===== config.mk =====
export PLATFORM = sky130hd
export DESIGN_NAME = mpi_slave_flat
export DESIGN_NICKNAME = d
export VERILOG_FILES = /design/src/rtl/mpi_if.sv /design/src/rtl/mpi_slave.sv /design/src/flat_wrapper.sv
export SDC_FILE = /design/constraint.sdc
export NUM_CORES = 1
export LEC_CHECK = 0
export ABC_AREA = 1
export BUFFER_PORTS_ARGS = -buffer_cell sky130_fd_sc_hd__buf_2
export CAP_MARGIN = 10
export CORE_MARGIN = 3
export CORE_UTILIZATION = 38
export DETAILED_ROUTE_END_ITERATION = 12
export GPL_ROUTABILITY_DRIVEN = 0
export MAX_ROUTING_LAYER = met4
export RECOVER_POWER = 100
export SETUP_SLACK_MARGIN = 0.3
export SYNTH_ARGS = -nofsm -noshare
export SYNTH_HDL_FRONTEND = slang
export SYNTH_SLANG_ARGS = --single-unit

===== constraint.sdc =====
create_clock -name clk -period 4.72 [get_ports clk]
set_input_delay 1.416 -clock clk [delete_from_list [all_inputs] [get_ports clk]]
set_output_delay 1.416 -clock clk [all_outputs]
set_load 0.02 [all_outputs]

===== src/rtl/mpi_if.sv =====
// mpi_if -- asynchronous Q-bus style slave handshake bundle.
//   sync/din/dout/wtbt/ad_in : driven by the bus master (CPU side)
//   ad_out/ad_oe/rply        : driven by the slave
interface mpi_if;
    logic        sync;
    logic        din;
    logic        dout;
    logic        wtbt;
    logic [15:0] ad_in;
    logic [15:0] ad_out;
    logic        ad_oe;
    logic        rply;

    modport master (output sync, din, dout, wtbt, ad_in,
                    input  ad_out, ad_oe, rply);
    modport slave  (input  sync, din, dout, wtbt, ad_in,
                    output ad_out, ad_oe, rply);
endinterface


===== src/rtl/mpi_slave.sv =====
// mpi_slave -- bus slave decoding a 32-byte register window and converting
// asynchronous SYNC/DIN/DOUT cycles into single-clock local read/write strobes.
// Ports:
//   clk, rst_n       system clock, async active-low reset
//   bus_init         bus INIT, synchronous abort (holds outputs cleared)
//   bus              mpi_if.slave: sync/din/dout/wtbt/ad_in in, ad_out/ad_oe/rply out
//   loc_addr         word index inside the window
//   loc_re/loc_rdata one-clock read request; data returned the following clock
//   loc_we/loc_be/loc_wdata one-clock write strobe with byte enables
module mpi_slave #(
    parameter logic [15:0] BASE      = 16'o177600,
    parameter int unsigned WAIT_RPLY = 0
) (
    input  logic        clk,
    input  logic        rst_n,
    input  logic        bus_init,
    mpi_if.slave        bus,
    output logic [3:0]  loc_addr,
    output logic        loc_re,
    input  logic [15:0] loc_rdata,
    output logic        loc_we,
    output logic [1:0]  loc_be,
    output logic [15:0] loc_wdata
);

    localparam logic [1:0] WAIT_N = WAIT_RPLY[1:0];

    typedef enum logic [2:0] {
        IDLE, ADDR, RD_REQ, RD_WAIT, RD_RPLY, WR, WR_RPLY, DONE
    } state_t;

    state_t      state, state_n;
    logic [1:0]  sync_ff, din_ff, dout_ff, wtbt_ff;
    logic        sync_d;
    logic        sync_s, din_s, dout_s, wtbt_s, sync_rise, hit;
    logic        rply_q, ad_oe_q;
    logic [15:0] ad_out_q;
    logic [1:0]  wcnt;
    logic        byte_hi;
    // Address-phase WTBT is kept for visibility only; no decision depends on it.
    logic        addr_wtbt_unused;

    // Two-flop synchronizers. Not touched by bus_init so a held SYNC
    // does not look like a fresh edge once INIT releases.
    always_ff @(posedge clk or negedge rst_n) begin
        if (!rst_n) begin
            sync_ff <= '0;
            din_ff  <= '0;
            dout_ff <= '0;
            wtbt_ff <= '0;
            sync_d  <= 1'b0;
        end else begin
            sync_ff <= {sync_ff[0], bus.sync};
            din_ff  <= {din_ff[0],  bus.din};
            dout_ff <= {dout_ff[0], bus.dout};
            wtbt_ff <= {wtbt_ff[0], bus.wtbt};
            sync_d  <= sync_ff[1];
        end
    end

    assign sync_s    = sync_ff[1];
    assign din_s     = din_ff[1];
    assign dout_s    = dout_ff[1];
    assign wtbt_s    = wtbt_ff[1];
    assign sync_rise = sync_s & ~sync_d;
    assign hit       = (bus.ad_in[15:5] == BASE[15:5]);

    always_comb begin
        state_n = state;
        unique case (state)
            IDLE:    if (sync_rise) state_n = hit ? ADDR : DONE;
            ADDR:    if (din_s) state_n = RD_REQ;
                     else if (dout_s) state_n = WR;
            RD_REQ:  state_n = RD_WAIT;
            RD_WAIT: if (wcnt == WAIT_N) state_n = RD_RPLY;
            RD_RPLY: if (!din_s) state_n = ADDR;
            WR:      state_n = WR_RPLY;
            WR_RPLY: if (!dout_s) state_n = ADDR;
            DONE:    if (!sync_s) state_n = IDLE;
            default: state_n = IDLE;
        endcase
        // Losing SYNC aborts whatever is in flight.
        if (state != IDLE && !sync_s) state_n = IDLE;
    end

    // Outputs are registered from the next state so they are glitch-free
    // and line up exactly with the state they belong to.
    always_ff @(posedge clk or negedge rst_n) begin
        if (!rst_n) begin
            state            <= IDLE;
            rply_q           <= 1'b0;
            ad_oe_q          <= 1'b0;
            ad_out_q         <= '0;
            loc_re           <= 1'b0;
            loc_we           <= 1'b0;
            loc_be           <= '0;
            loc_wdata        <= '0;
            loc_addr         <= '0;
            wcnt             <= '0;
            byte_hi          <= 1'b0;
            addr_wtbt_unused <= 1'b0;
        end else if (bus_init) begin
            state            <= IDLE;
            rply_q           <= 1'b0;
            ad_oe_q          <= 1'b0;
            ad_out_q         <= '0;
            loc_re           <= 1'b0;
            loc_we           <= 1'b0;
            loc_be           <= '0;
            loc_wdata        <= '0;
            loc_addr         <= '0;
            wcnt             <= '0;
            byte_hi          <= 1'b0;
            addr_wtbt_unused <= 1'b0;
        end else begin
            state   <= state_n;
            rply_q  <= (state_n == RD_RPLY) || (state_n == WR_RPLY);
            ad_oe_q <= (state_n == RD_RPLY);
            loc_re  <= (state_n == RD_REQ);
            loc_we  <= (state == WR) && (state_n == WR_RPLY);
            wcnt    <= (state == RD_WAIT) ? wcnt + 2'd1 : 2'd0;

            if (state == IDLE && sync_rise && hit) begin
                loc_addr         <= bus.ad_in[4:1];
                byte_hi          <= bus.ad_in[0];
                addr_wtbt_unused <= wtbt_s;
            end

            // loc_rdata is valid on the first RD_WAIT clock; extra wait
            // clocks only delay RPLY.
            if (state == RD_WAIT && wcnt == 2'd0)
                ad_out_q <= loc_rdata;

            if (state == WR && state_n == WR_RPLY) begin
                if (!wtbt_s) begin
                    loc_be    <= 2'b11;
                    loc_wdata <= bus.ad_in;
                end else if (!byte_hi) begin
                    loc_be    <= 2'b01;
                    loc_wdata <= {8'h00, bus.ad_in[7:0]};
                end else begin
                    loc_be    <= 2'b10;
                    loc_wdata <= {bus.ad_in[15:8], 8'h00};
                end
            end
        end
    end

    assign bus.rply   = rply_q;
    assign bus.ad_oe  = ad_oe_q;
    assign bus.ad_out = ad_out_q;

endmodule

===== src/flat_wrapper.sv =====
// flat-port wrapper written by rule: the top's interface ports become plain ports
module mpi_slave_flat 
#(
    parameter logic [15:0] BASE      = 16'o177600,
    parameter int unsigned WAIT_RPLY = 0
)
  (clk, rst_n, bus_init, loc_addr, loc_re, loc_rdata, loc_we, loc_be, loc_wdata, bus_sync, bus_din, bus_dout, bus_wtbt, bus_ad_in, bus_ad_out, bus_ad_oe, bus_rply);
  mpi_if bus_i ();
  input  logic clk;
  input  logic rst_n;
  input  logic bus_init;
  output logic [3:0] loc_addr;
  output logic loc_re;
  input  logic [15:0] loc_rdata;
  output logic loc_we;
  output logic [1:0] loc_be;
  output logic [15:0] loc_wdata;
  input wire logic [$bits(bus_i.sync)-1:0] bus_sync;
  input wire logic [$bits(bus_i.din)-1:0] bus_din;
  input wire logic [$bits(bus_i.dout)-1:0] bus_dout;
  input wire logic [$bits(bus_i.wtbt)-1:0] bus_wtbt;
  input wire logic [$bits(bus_i.ad_in)-1:0] bus_ad_in;
  output wire logic [$bits(bus_i.ad_out)-1:0] bus_ad_out;
  output wire logic [$bits(bus_i.ad_oe)-1:0] bus_ad_oe;
  output wire logic [$bits(bus_i.rply)-1:0] bus_rply;
  assign bus_i.sync = bus_sync;
  assign bus_i.din = bus_din;
  assign bus_i.dout = bus_dout;
  assign bus_i.wtbt = bus_wtbt;
  assign bus_i.ad_in = bus_ad_in;
  assign bus_ad_out = bus_i.ad_out;
  assign bus_ad_oe = bus_i.ad_oe;
  assign bus_rply = bus_i.rply;
  mpi_slave #(.BASE(BASE), .WAIT_RPLY(WAIT_RPLY)) u_core (.clk(clk), .rst_n(rst_n), .bus_init(bus_init), .bus(bus_i), .loc_addr(loc_addr), .loc_re(loc_re), .loc_rdata(loc_rdata), .loc_we(loc_we), .loc_be(loc_be), .loc_wdata(loc_wdata));
endmodule

==> results.sh <==
export IMPL_first_iter_violations=76
export IMPL_critPathCaptureType="flip-flop"
export IMPL_place_ws_ns=1.66
export IMPL_pwr_density_cell_nw_per_um2=343
export IMPL_wl_per_cell_um=12.7
export IMPL_fin_cells=489
export IMPL_synth_area_top_cells="dfrtp_1, nand2_1, nand3_1"
export IMPL_cts_tree="built"
export IMPL_fillers=726
export IMPL_final_nets=426
export IMPL_portBuffers=80
export IMPL_r2r_start="u_core.wcnt[0]$_DFF_PN0_"
export IMPL_grt_pass1_wl_um=10800
export IMPL_rsz0062_at_grt="false"
export IMPL_p_leak_nw=1.66
export IMPL_synth_edff_count=0
export IMPL_yosysTopAreaCell="dfrtp_1"
export IMPL_ff_latch_area_sq_um=1430
export IMPL_post_dp_cell_area_sq_um=3110
export IMPL_yosysUniqueCellTypes=30
export IMPL_fin_setup_tns_ns=0
export IMPL_crit_fanout=20
export IMPL_route_detailed_drc=0
export IMPL_status="finished, violations left"
export IMPL_internal_power_mw=0.806
export IMPL_p_sw_mw=0.302
export IMPL_combPwrFrac_pct=11.9
export IMPL_cp_required_ns=4.98
export IMPL_dpl_hpwl_um=4360
export IMPL_grt_usage_pct=16.6
export IMPL_vias_per_cell=4.74
export IMPL_grt_pass1_vias=2282
export IMPL_cts_resized_gates=0
export IMPL_synthDominantCellAreaShare_pct=53.1
export IMPL_syn_area_sq_um=2680
export IMPL_rows=30
export IMPL_power_share_clock_pct=40.9
export IMPL_min_period_over_period_pct=73.4
export IMPL_final_antenna_net_count=0
export IMPL_area_growth_pct=20.2
export IMPL_finalWirelength_um=6200
export IMPL_chipWidth_um=90.0
export IMPL_fin_skew_ns=0.00722
export IMPL_clkSlewWorstSetupHoldPaths_ns=0.07
export IMPL_yosysSeqAreaShare_pct=53.1
export IMPL_synth_ff_type="dfrtp_1"
export IMPL_drive_gt1_share_pct=17.9
export IMPL_cp_arrival_ns=3.73
export IMPL_final_hold_violation_count=0
export IMPL_avgSynthCellArea_sq_um=8.69
export IMPL_startpoint="bus_ad_in[9]"
export IMPL_grt_antenna_before_repair=2
export IMPL_core_sq_um=6830
export IMPL_synthArstFlopShare_pct=100
export IMPL_worstSkewPairLatency_ns=0.33
export IMPL_r2r_cells=10
export IMPL_post_cts_buffers=0
export IMPL_setup_viol=0
export IMPL_hold_buffers=0
export IMPL_cp_start_kind="primary input"
export IMPL_violations="capacitance limit, slew limit"
export IMPL_vdd_drop_max_mv=0.142
export IMPL_multi_input_area_sq_um=968
export IMPL_clk_path_buf_depth=2
export IMPL_path_class="primary input to flip-flop"
export IMPL_overflow=0
export IMPL_num_vias=2316
export IMPL_slew_viol_final=35
export IMPL_htree_levels=3
export IMPL_ys_ff_latch=57
export IMPL_start_util_pct=39.3
export IMPL_fin_util_pct=47.2
export IMPL_placedCellCount=471
export IMPL_cts_buffers=9
export IMPL_r2r_slack_ns=1.88
export IMPL_pwr_share_seq_pct=47.2
export IMPL_fp_dieArea_sq_um=8110
export IMPL_ios=81
export IMPL_worst_hold_path_type="flip-flop to flip-flop"
export IMPL_power_mw=1.11
export IMPL_swShare_pct=27.2
export IMPL_ys_warn_count=0
export IMPL_max_cap_viol_count=1
export IMPL_firstDrtPassIters=4
export IMPL_clock_fmax_mhz=289
export IMPL_fin_area_sq_um=3230
export IMPL_worst_slack_ns=1.26
export IMPL_holdWs_ns=0.348
export IMPL_r2r_end="u_core.loc_wdata[1]$_DFFE_PN0P_"
export IMPL_root_buffer="clkbuf_8"
export IMPL_numClockSinks=57
export IMPL_synthCells=309
export IMPL_worstMarginPinSlew_ns=1.92
export IMPL_slew_headroom_pct=-28.1
export IMPL_grt_max_degree=35
export IMPL_cp_endpoint="u_core.loc_wdata[1]$_DFFE_PN0P_"
export IMPL_syn_nets=349
export IMPL_die_h_um=90.0
export IMPL_period_minus_slack_ns=3.46
## state kept, by name (all words and copies together), names as in the netlist
name,count
u_core.byte_hi,1
u_core.loc_re,1
u_core.dout_ff,2
u_core.loc_be,2
u_core.loc_addr,4
u_core.din_ff,2
u_core.wtbt_ff,2
u_core.state,3
u_core.bus.ad_oe,1
u_core.loc_wdata,16
u_core.bus.rply,1
u_core.bus.ad_out,16
u_core.sync_d,1
u_core.sync_ff,2
u_core.loc_we,1
u_core.wcnt,2
## cells by family (layout without fill, tap and decap cells)
| group | after synthesis | count (layout) | synth area share [%] |
|---|---|---|---|
| AO/OA/AOI/OAI | 40 | 40 | 8.67 |
| adder cells (fa/ha/maj) | 1 | 1 | 0.466 |
| buffers and inverters | 56 | 138 | 9.65 |
| flip-flops | 57 | 57 | 53.1 |
| other | 0 | 2 | 0 |
| AND/OR/NAND/NOR | 155 | 155 | 28.1 |
## how the worst min path moves through the flow
stage,startpoint,endpoint,depth (start not counted)
floorplan,u_core.din_ff[0]$_DFF_PN0_,u_core.din_ff[1]$_DFF_PN0_,0
global placement,u_core.sync_ff[0]$_DFF_PN0_,u_core.sync_ff[1]$_DFF_PN0_,0
global route,u_core.sync_ff[0]$_DFF_PN0_,u_core.sync_ff[1]$_DFF_PN0_,0
detailed placement,u_core.din_ff[0]$_DFF_PN0_,u_core.din_ff[1]$_DFF_PN0_,0
CTS,u_core.sync_ff[0]$_DFF_PN0_,u_core.sync_ff[1]$_DFF_PN0_,0
finish,u_core.din_ff[0]$_DFF_PN0_,u_core.din_ff[1]$_DFF_PN0_,0
## final cells by class
| class | instances | area share (%) |
|---|---|---|
| inverters | 40 | 4.65 |
| well taps | 96 | 3.72 |
| diodes | 2 | 0.155 |
| clock buffers | 11 | 4.38 |
| multi-input cells | 196 | 30.0 |
| flip-flops and latches | 57 | 44.2 |
| clock inverters | 5 | 1.71 |
| repair buffers | 82 | 11.1 |
## power by group through the flow
stage / sequential (mW) / combinational (mW) / clock [mW]
detailed placement: 0.532 / 0.141 / 0
CTS: 0.523 / 0.142 / 0.464
finish: 0.523 / 0.131 / 0.453
global placement: 0.532 / 0.139 / 0
floorplan: 0.544 / 0.0752 / 0
global route: 0.526 / 0.150 / 0.490
## Yosys cell counts, types with 3 or more instances
cell,number
clkbuf_1,5
dfrtp_1,57
nand3_1,45
nor2_2,4
buf_1,3
nand2_1,62
nor3_1,4
inv_1,36
o21ai_0,25
nor2_1,24
o211ai_1,8
buf_6,3
inv_2,3
nand3_2,9
## placed cells by master, fill, tap and decap left out, types with 3 or more instances in the layout
cell	instances
nand2_1	62
nand3_2	8
dfrtp_1	57
nor2_1	26
inv_1	37
nor3_1	4
o21ai_0	26
nand3_1	46
clkbuf_8	10
nor2_2	3
buf_2	35
o211ai_1	8
nand4_1	3
clkbuf_1	46
## per-layer routing
metal  GRT usage, %  part of all wire (%)  vias up
li1               -                     -     1162
met1           21.4                    47     1066
met2           24.7                    43       83
met3           7.45                   9.9        5
met4           2.68                  0.74        0
met5              -                     0        -
## worst max-delay path, cell delays in order
cell	delay, ns
buf_2	0.10
nand2_1	0.06
nor2_1	0.05
nand3_1	0.12
nor2_1	0.12
nor2_1	0.14
nand4_1	0.86
nand2_2	0.65
nand2_1	0.12
nand2_1	0.08
(Power assumes the default switching activity.)
